**src/rtl/immediate_packer.sv**
```systemverilog
// RV32 instruction word packer: encodes one request per cycle into a 2-entry output FIFO.
// Optional immediate range checking is enabled by defining IMMPACK_RANGECHECK_EN.
module immediate_packer (
  input  logic        clk,
  input  logic        reset,
  input  logic        in_valid,
  output logic        in_ready,
  input  logic [2:0]  SrcExt,
  input  logic [31:0] Imm,
  input  logic [6:0]  opcode,
  input  logic [4:0]  rd,
  input  logic [4:0]  rs1,
  input  logic [4:0]  rs2,
  input  logic [2:0]  funct3,
  input  logic [6:0]  funct7,
  output logic        out_valid,
  input  logic        out_ready,
  output logic [31:0] out_instr,
  output logic        out_err,
  output logic [7:0]  err_count
);

  typedef enum logic [2:0] {
    FMT_I   = 3'b001,
    FMT_S   = 3'b010,
    FMT_B   = 3'b011,
    FMT_U   = 3'b100,
    FMT_J   = 3'b101,
    FMT_SHI = 3'b110
  } fmt_e;

  localparam logic [31:0] NOP = 32'h0000_0013;

  logic [31:0] enc_instr;
  logic        enc_err;

`ifdef IMMPACK_RANGECHECK_EN
  // A value fits an N-bit signed field when all bits from N-1 upward are equal.
  logic range_bad;
  always_comb begin
    range_bad = 1'b0;
    case (SrcExt)
      FMT_I, FMT_S: range_bad = !((&Imm[31:11]) || (~|Imm[31:11]));
      FMT_B:        range_bad = !((&Imm[31:12]) || (~|Imm[31:12])) || Imm[0];
      FMT_U:        range_bad = |Imm[11:0];
      FMT_J:        range_bad = !((&Imm[31:20]) || (~|Imm[31:20])) || Imm[0];
      FMT_SHI:      range_bad = |Imm[31:5];
      default:      range_bad = 1'b0;
    endcase
  end
`endif

  always_comb begin
    enc_instr = NOP;
    enc_err   = 1'b0;
    case (SrcExt)
      FMT_I:   enc_instr = {Imm[11:0], rs1, funct3, rd, opcode};
      FMT_S:   enc_instr = {Imm[11:5], rs2, rs1, funct3, Imm[4:0], opcode};
      FMT_B:   enc_instr = {Imm[12], Imm[10:5], rs2, rs1, funct3, Imm[4:1], Imm[11], opcode};
      FMT_U:   enc_instr = {Imm[31:12], rd, opcode};
      FMT_J:   enc_instr = {Imm[20], Imm[10:1], Imm[11], Imm[19:12], rd, opcode};
      FMT_SHI: enc_instr = {funct7, Imm[4:0], rs1, funct3, rd, opcode};
      default: begin
        enc_instr = NOP;
        enc_err   = 1'b1;
      end
    endcase
`ifdef IMMPACK_RANGECHECK_EN
    if (range_bad) begin
      enc_instr = NOP;
      enc_err   = 1'b1;
    end
`endif
  end

  logic [32:0] mem [2];
  logic        wptr;
  logic        rptr;
  logic [1:0]  count;
  logic        push;
  logic        pop;

  // Gated by reset so the block refuses requests while held in reset.
  assign in_ready  = !reset && (count < 2'd2);
  assign out_valid = (count != 2'd0);
  assign push      = in_valid && in_ready;
  assign pop       = out_valid && out_ready;
  assign {out_instr, out_err} = mem[rptr];

  always_ff @(posedge clk or posedge reset) begin
    if (reset) begin
      count     <= '0;
      wptr      <= 1'b0;
      rptr      <= 1'b0;
      mem[0]    <= '0;
      mem[1]    <= '0;
      err_count <= '0;
    end else begin
      if (push) begin
        mem[wptr] <= {enc_instr, enc_err};
        wptr      <= ~wptr;
        if (enc_err && (err_count != 8'hFF))
          err_count <= err_count + 8'd1;
      end
      if (pop)
        rptr <= ~rptr;
      count <= count + {1'b0, push} - {1'b0, pop};
    end
  end

endmodule

```
**config.mk**
```make
export PLATFORM = sky130hd
export DESIGN_NAME = immediate_packer
export DESIGN_NICKNAME = d
export VERILOG_FILES = /design/src/rtl/immediate_packer.sv
export SDC_FILE = /design/constraint.sdc
export NUM_CORES = 1
export LEC_CHECK = 0
export ABC_CLOCK_PERIOD_IN_PS = 8150
export CAP_MARGIN = 0
export CORE_MARGIN = 10
export CORE_UTILIZATION = 51
export CTS_CLUSTER_DIAMETER = 80
export DETAILED_ROUTE_END_ITERATION = 8
export PLACE_DENSITY_LB_ADDON = 0.1
export RECOVER_POWER = 50
export SLEW_MARGIN = 30
export SYNTH_ARGS = -nofsm -noshare
export SYNTH_HDL_FRONTEND = slang
export SYNTH_SLANG_ARGS = --single-unit
```
**constraint.sdc**
```tcl
create_clock -name clk -period 8.15 [get_ports clk]
set_input_delay 2.445 -clock clk [delete_from_list [all_inputs] [get_ports clk]]
set_output_delay 2.445 -clock clk [all_outputs]
set_load 0.01 [all_outputs]
```
### Word level (Yosys, flattened, before mapping)

Index checks and enable logic that the tools add are counted.

| word-level totals | value |
|---|---|
| register bits after elaboration | 78 |
| latch bits | 0 |
| RAM bits | 0 |
| bits in read-only memories | 0 |
| input bits | 71 |
| output and inout port bits | 43 |
| word-level logic and storage cells | 41 |
| memories | 0 |

| cells by class | value |
|---|---|
| add/subtract/negate cells | 3 |
| multipliers | 0 |
| divide/modulo/power cells | 0 |
| magnitude comparators | 4 |
| equal/unequal tests | 7 |
| shift operators | 0 |
| multiplexer cells | 8 |
| bitwise gates (word level) | 4 |
| reduce and logical (&&, ||, !) cells | 9 |

Operators by type and width:

| kind | count |
|---|---|
| case mux 32 bit (6 select lines) | 1 |
| 2-to-1 mux 33 bit | 4 |
| bitwise mux 66 bit | 1 |
| demux 33 bit (select 1 bit) | 1 |
| equality test 3 bit (second input constant) | 3 |
| adder 8 x 1 -> 8 bit (second input constant) | 1 |
| != test 8 bit (second input constant) | 1 |
| equality test 3 x 2 -> 1 bit (second input constant) | 2 |
| OR reduction 6 bit | 1 |
| logical AND 1 bit | 5 |
| greater-or-equal comparator 2 bit (second input constant) | 2 |
| NOT 1 -> 2 bit | 2 |
| equality test 3 x 1 -> 1 bit (second input constant) | 1 |
| adder 2 x 1 -> 2 bit | 1 |
| less-than comparator 2 x 1 -> 1 bit (second input constant) | 1 |
| less-than comparator 2 bit (second input constant) | 1 |
| NOT 1 bit | 2 |
| AND reduction 2 bit | 1 |
| nonzero test 2 bit | 1 |
| subtractor 2 x 1 -> 2 bit | 1 |
| zero test 1 bit | 1 |
| 2-to-1 mux 1 bit | 1 |

### Depth between registers and ports, before layout

| logic depth | value |
|---|---|
| depth in word-level cells | 6 |
| depth in mapped cells | 7 |
| depth with buffers taken out | 7 |

### Worst setup path after synthesis

OpenSTA, ideal clock, no wires.

| timing | value |
|---|---|
| kind | input-to-output |
| from | input port reset |
| to | output port in_ready |
| data arrival time | 2.602 ns |
| required time | 5.705 ns |
| path slack | 3.103 ns |
| cell stages on the path | 1 |
| buffers on the path | 0 |
| cells stage by stage | nor2_1 |

| between the ends | value |
|---|---|
| longest elaborated chain between the ends | 2 |

RTL lines:

| element | RTL line | RTL |
|---|---|---|
| start: declaration | 5 | `input logic reset,` |
| zero test 1 bit (no line) | - |  |
| logical AND 1 bit | 84 | `assign in_ready = !reset && (count < 2'd2);` |
| end: declaration | 7 | `output logic in_ready,` |

No other way between the ends.

### Worst setup path after layout

Ends and elaborated chain as after synthesis.

==> impl_metrics.env <==
export IMPL_yosys_most_used_dff="sky130_fd_sc_hd__dfrtp_1"
export IMPL_cp_data_arrival_time_ns=3.66
export IMPL_crit_type="in -> out"
export IMPL_timing_critical_path_fanout_max=3
export IMPL_finalHoldViolCount=0
export IMPL_commonest_non_fill_non_tap_cells_in_the_layout="sky130_fd_sc_hd__clkdlybuf4s50_1, sky130_fd_sc_hd__dfrtp_1, sky130_fd_sc_hd__nand2_1"
export IMPL_fp_dieH_microns=107
export IMPL_synth_edff_count=0
export IMPL_totalPowerFinal_w=0.00171
export IMPL_synthToLayoutAreaGrowth_pct=35.4
export IMPL_detailroute_via_count=3186
export IMPL_layout_drive_gt1_share=0.143
export IMPL_outcome="complete, no violations"
export IMPL_mostFrequentLayoutCell="sky130_fd_sc_hd__clkdlybuf4s50_1"
export IMPL_routed_via_density=5.40
export IMPL_start_util=0.529
export IMPL_ir_drop_v=0.000153
export IMPL_drv_max_cap_violation_count=0
export IMPL_ant_nets=0
export IMPL_dp_hpwl_microns=7470
export IMPL_ctsLongestPathBuffers=2
export IMPL_worstRegToRegCells=5
export IMPL_warning_count_from_the_yosys_run=0
export IMPL_worst_setup_path_end_kind="output pin"
export IMPL_antenna_diode_count=0
export IMPL_achievable_frequency_mhz=164
export IMPL_slew_at_the_pin_closest_to_its_max_slew_limit_ns=1.02
export IMPL_worst_path_buf_inv=2
export IMPL_regToRegStartpoint="count[1]$_DFF_PP0_"
export IMPL_grt_ovfl_total=0
export IMPL_rsz0062_at_grt="no"
export IMPL_r2r_end="mem[57]$_DFFE_PP0P_"
export IMPL_crit_path_max_incr_delay_ns=0.58
export IMPL_clock_tree_htree_level_count=3
export IMPL_path_cells="dlygate4sd3_1, nor2_1, clkdlybuf4s50_1"
export IMPL_io_pins=114
export IMPL_maxSlewHeadroom=0.321
export IMPL_rows=31
export IMPL_worstSetupStartpointType="input port"
export IMPL_crit_start="reset"
export IMPL_synth_cell_type_count=38
export IMPL_synth_cells=382
export IMPL_clock_skew_final_ns=0.0133
export IMPL_worst_endpoint_required_ns=5.71
export IMPL_timing_critical_path_slowest_stage_cell="sky130_fd_sc_hd__dlygate4sd3_1"
export IMPL_buffer_ports_inserted=113
export IMPL_gpl_final_weighted_congestion=0.818
export IMPL_synthArstFlopShare=1.00
export IMPL_finalSetupViolCount=0
export IMPL_seq_area_frac_synth=0.506
export IMPL_dr_drc_count=0
export IMPL_synth_seq_cells=78
export IMPL_cts_root_buffer_cell="sky130_fd_sc_hd__clkbuf_8"
export IMPL_wire_length_of_the_first_global_routing_pass_microns=16900
export IMPL_cts_hold_buffers_added=0
export IMPL_n_fill_cell=570
export IMPL_grt_antenna_before_repair=0
export IMPL_clock_latency_ns=0.36
export IMPL_numCtsBuffers=9
export IMPL_clock_tree_from_tritoncts="yes"
export IMPL_post_cts_resized_instances=0
export IMPL_nets=560
export IMPL_wl_microns=10300
export IMPL_totalNegativeSetupSlack_ns=0
export IMPL_grt_max_degree=79
export IMPL_track_usage=0.184
export IMPL_leakage_nw=2.32
export IMPL_drt_iter0_markers=147
export IMPL_synth_net_count=456
export IMPL_critical_path_top_delay_family="buffers and inverters"
export IMPL_hold_path_class="reg -> reg"
export IMPL_floorplan_core_area_sq_um=7290
export IMPL_die_w_microns=107
export IMPL_postCtsSetupBuffers=0
export IMPL_worst_setup_path_endpoint="in_ready"
export IMPL_drv_slew=0
export IMPL_avgSynthCellArea_sq_um=10.1
export IMPL_first_global_vias=3396
export IMPL_netlist_area_sq_um=3860
export IMPL_worstSetupPathDepth=3
export IMPL_share_of_the_clock_period_used_by_the_worst_path=0.750
export IMPL_clock_sink_count=78
export IMPL_die_area_sq_um=11400
export IMPL_period_needed_ns=6.11
export IMPL_post_drt_wl_per_cell_microns=17.4
export IMPL_clk_transition_reported_paths_ns=0.08
export IMPL_r2r_setup_slack_ns=5.54
export IMPL_power_density_nw_per_um2=327
export IMPL_drt_pre_antenna_iters=4
[report_power, final]
part           leakage [nW]  internal, W  switching, W  total (W)
clock network         0.110     0.000161      0.000151   0.000312
logic                  1.21     0.000420      0.000317   0.000737
registers             0.998     0.000553      0.000105   0.000658
[layout make-up]
class | instances | area [sq um] | share of cell area
inverters | 6 | 23.8 | 0.00455
clock buffers | 11 | 151 | 0.0290
multi-input cells | 275 | 1760 | 0.336
clock inverters | 5 | 65.1 | 0.0125
flip-flops and latches | 78 | 1950 | 0.374
repair buffers | 116 | 1150 | 0.221
well taps | 99 | 124 | 0.0237
[synthesized netlist by cell type (2+ instances only)]
cell	n	area [sq um]
sky130_fd_sc_hd__dfrtp_1	78	1950
sky130_fd_sc_hd__nand2_1	78	293
sky130_fd_sc_hd__o21ai_1	49	245
sky130_fd_sc_hd__mux2_2	39	439
sky130_fd_sc_hd__o21ai_0	20	100
sky130_fd_sc_hd__nor2_1	16	60.1
sky130_fd_sc_hd__a22oi_1	13	97.6
sky130_fd_sc_hd__buf_2	13	65.1
sky130_fd_sc_hd__mux2i_1	10	100
sky130_fd_sc_hd__clkbuf_1	8	30.0
sky130_fd_sc_hd__a21oi_1	6	30.0
sky130_fd_sc_hd__a222oi_1	5	50.1
sky130_fd_sc_hd__inv_1	5	18.8
sky130_fd_sc_hd__nand2b_1	4	25.0
sky130_fd_sc_hd__nand3_1	4	20.0
sky130_fd_sc_hd__xor2_1	4	35.0
sky130_fd_sc_hd__ha_1	3	37.5
sky130_fd_sc_hd__mux2_1	3	33.8
sky130_fd_sc_hd__nor2b_1	3	18.8
sky130_fd_sc_hd__or2_2	2	12.5
sky130_fd_sc_hd__xnor2_1	2	17.5
[sequential cells by signal (all words and copies together) (netlist names)]
register	count
wptr	1
mem	66
rptr	1
err_count	8
count	2
[kinds of logic (layout without fill, tap and decap cells)]
logic type / Yosys count / count (layout) / share of synthesized area
buffers and inverters: 29 / 138 / 0.0386
adder cells (fa/ha/maj): 3 / 3 / 0.00973
multiplexers: 54 / 54 / 0.158
XOR/XNOR: 6 / 6 / 0.0136
AND/OR/NAND/NOR: 118 / 118 / 0.136
AO/OA/AOI/OAI: 94 / 94 / 0.138
flip-flops: 78 / 78 / 0.506
[worst min path at each step]
stage                         from             endpoint  slack, ns  cells past startpoint
2_1_floorplan  mem[42]$_DFFE_PP0P_  mem[42]$_DFFE_PP0P_       0.45                      2
3_3_place_gp   mem[58]$_DFFE_PP0P_  mem[58]$_DFFE_PP0P_       0.46                      2
3_5_place_dp   mem[50]$_DFFE_PP0P_  mem[50]$_DFFE_PP0P_       0.47                      2
4_1_cts        mem[50]$_DFFE_PP0P_  mem[50]$_DFFE_PP0P_       0.49                      2
5_1_grt        mem[21]$_DFFE_PP0P_  mem[21]$_DFFE_PP0P_       0.51                      2
6_report       mem[50]$_DFFE_PP0P_  mem[50]$_DFFE_PP0P_       0.48                      2
[tightest hold or removal path: stages (launching register included)]
cell and delay, ns:
sky130_fd_sc_hd__dfrtp_1 0.35, sky130_fd_sc_hd__nand2_1 0.04, sky130_fd_sc_hd__o21ai_0 0.06
[per-stage QoR]
stage,hold slack (ns),cell area [sq um],std cells,setup slack (ns),utilization
5_1_grt,0.505,5220,590,1.99,0.716
4_1_cts,0.486,5240,590,2.13,0.718
2_1_floorplan,0.446,3860,382,3.10,-
3_3_place_gp,0.458,5010,574,2.14,0.688
3_5_place_dp,0.467,5020,574,2.14,0.688
6_report,0.480,5220,590,2.04,0.716
[routing by layer]
layer | vias up | wire length, microns | track usage
li1 | 1541 | - | -
met1 | 1518 | 4310 | 0.218
met2 | 108 | 4900 | 0.297
met3 | 19 | 802 | 0.0677
met4 | 0 | 234 | 0.0696
met5 | - | 0 | 0
No activity file was read; power rests on OpenSTA's default activity.
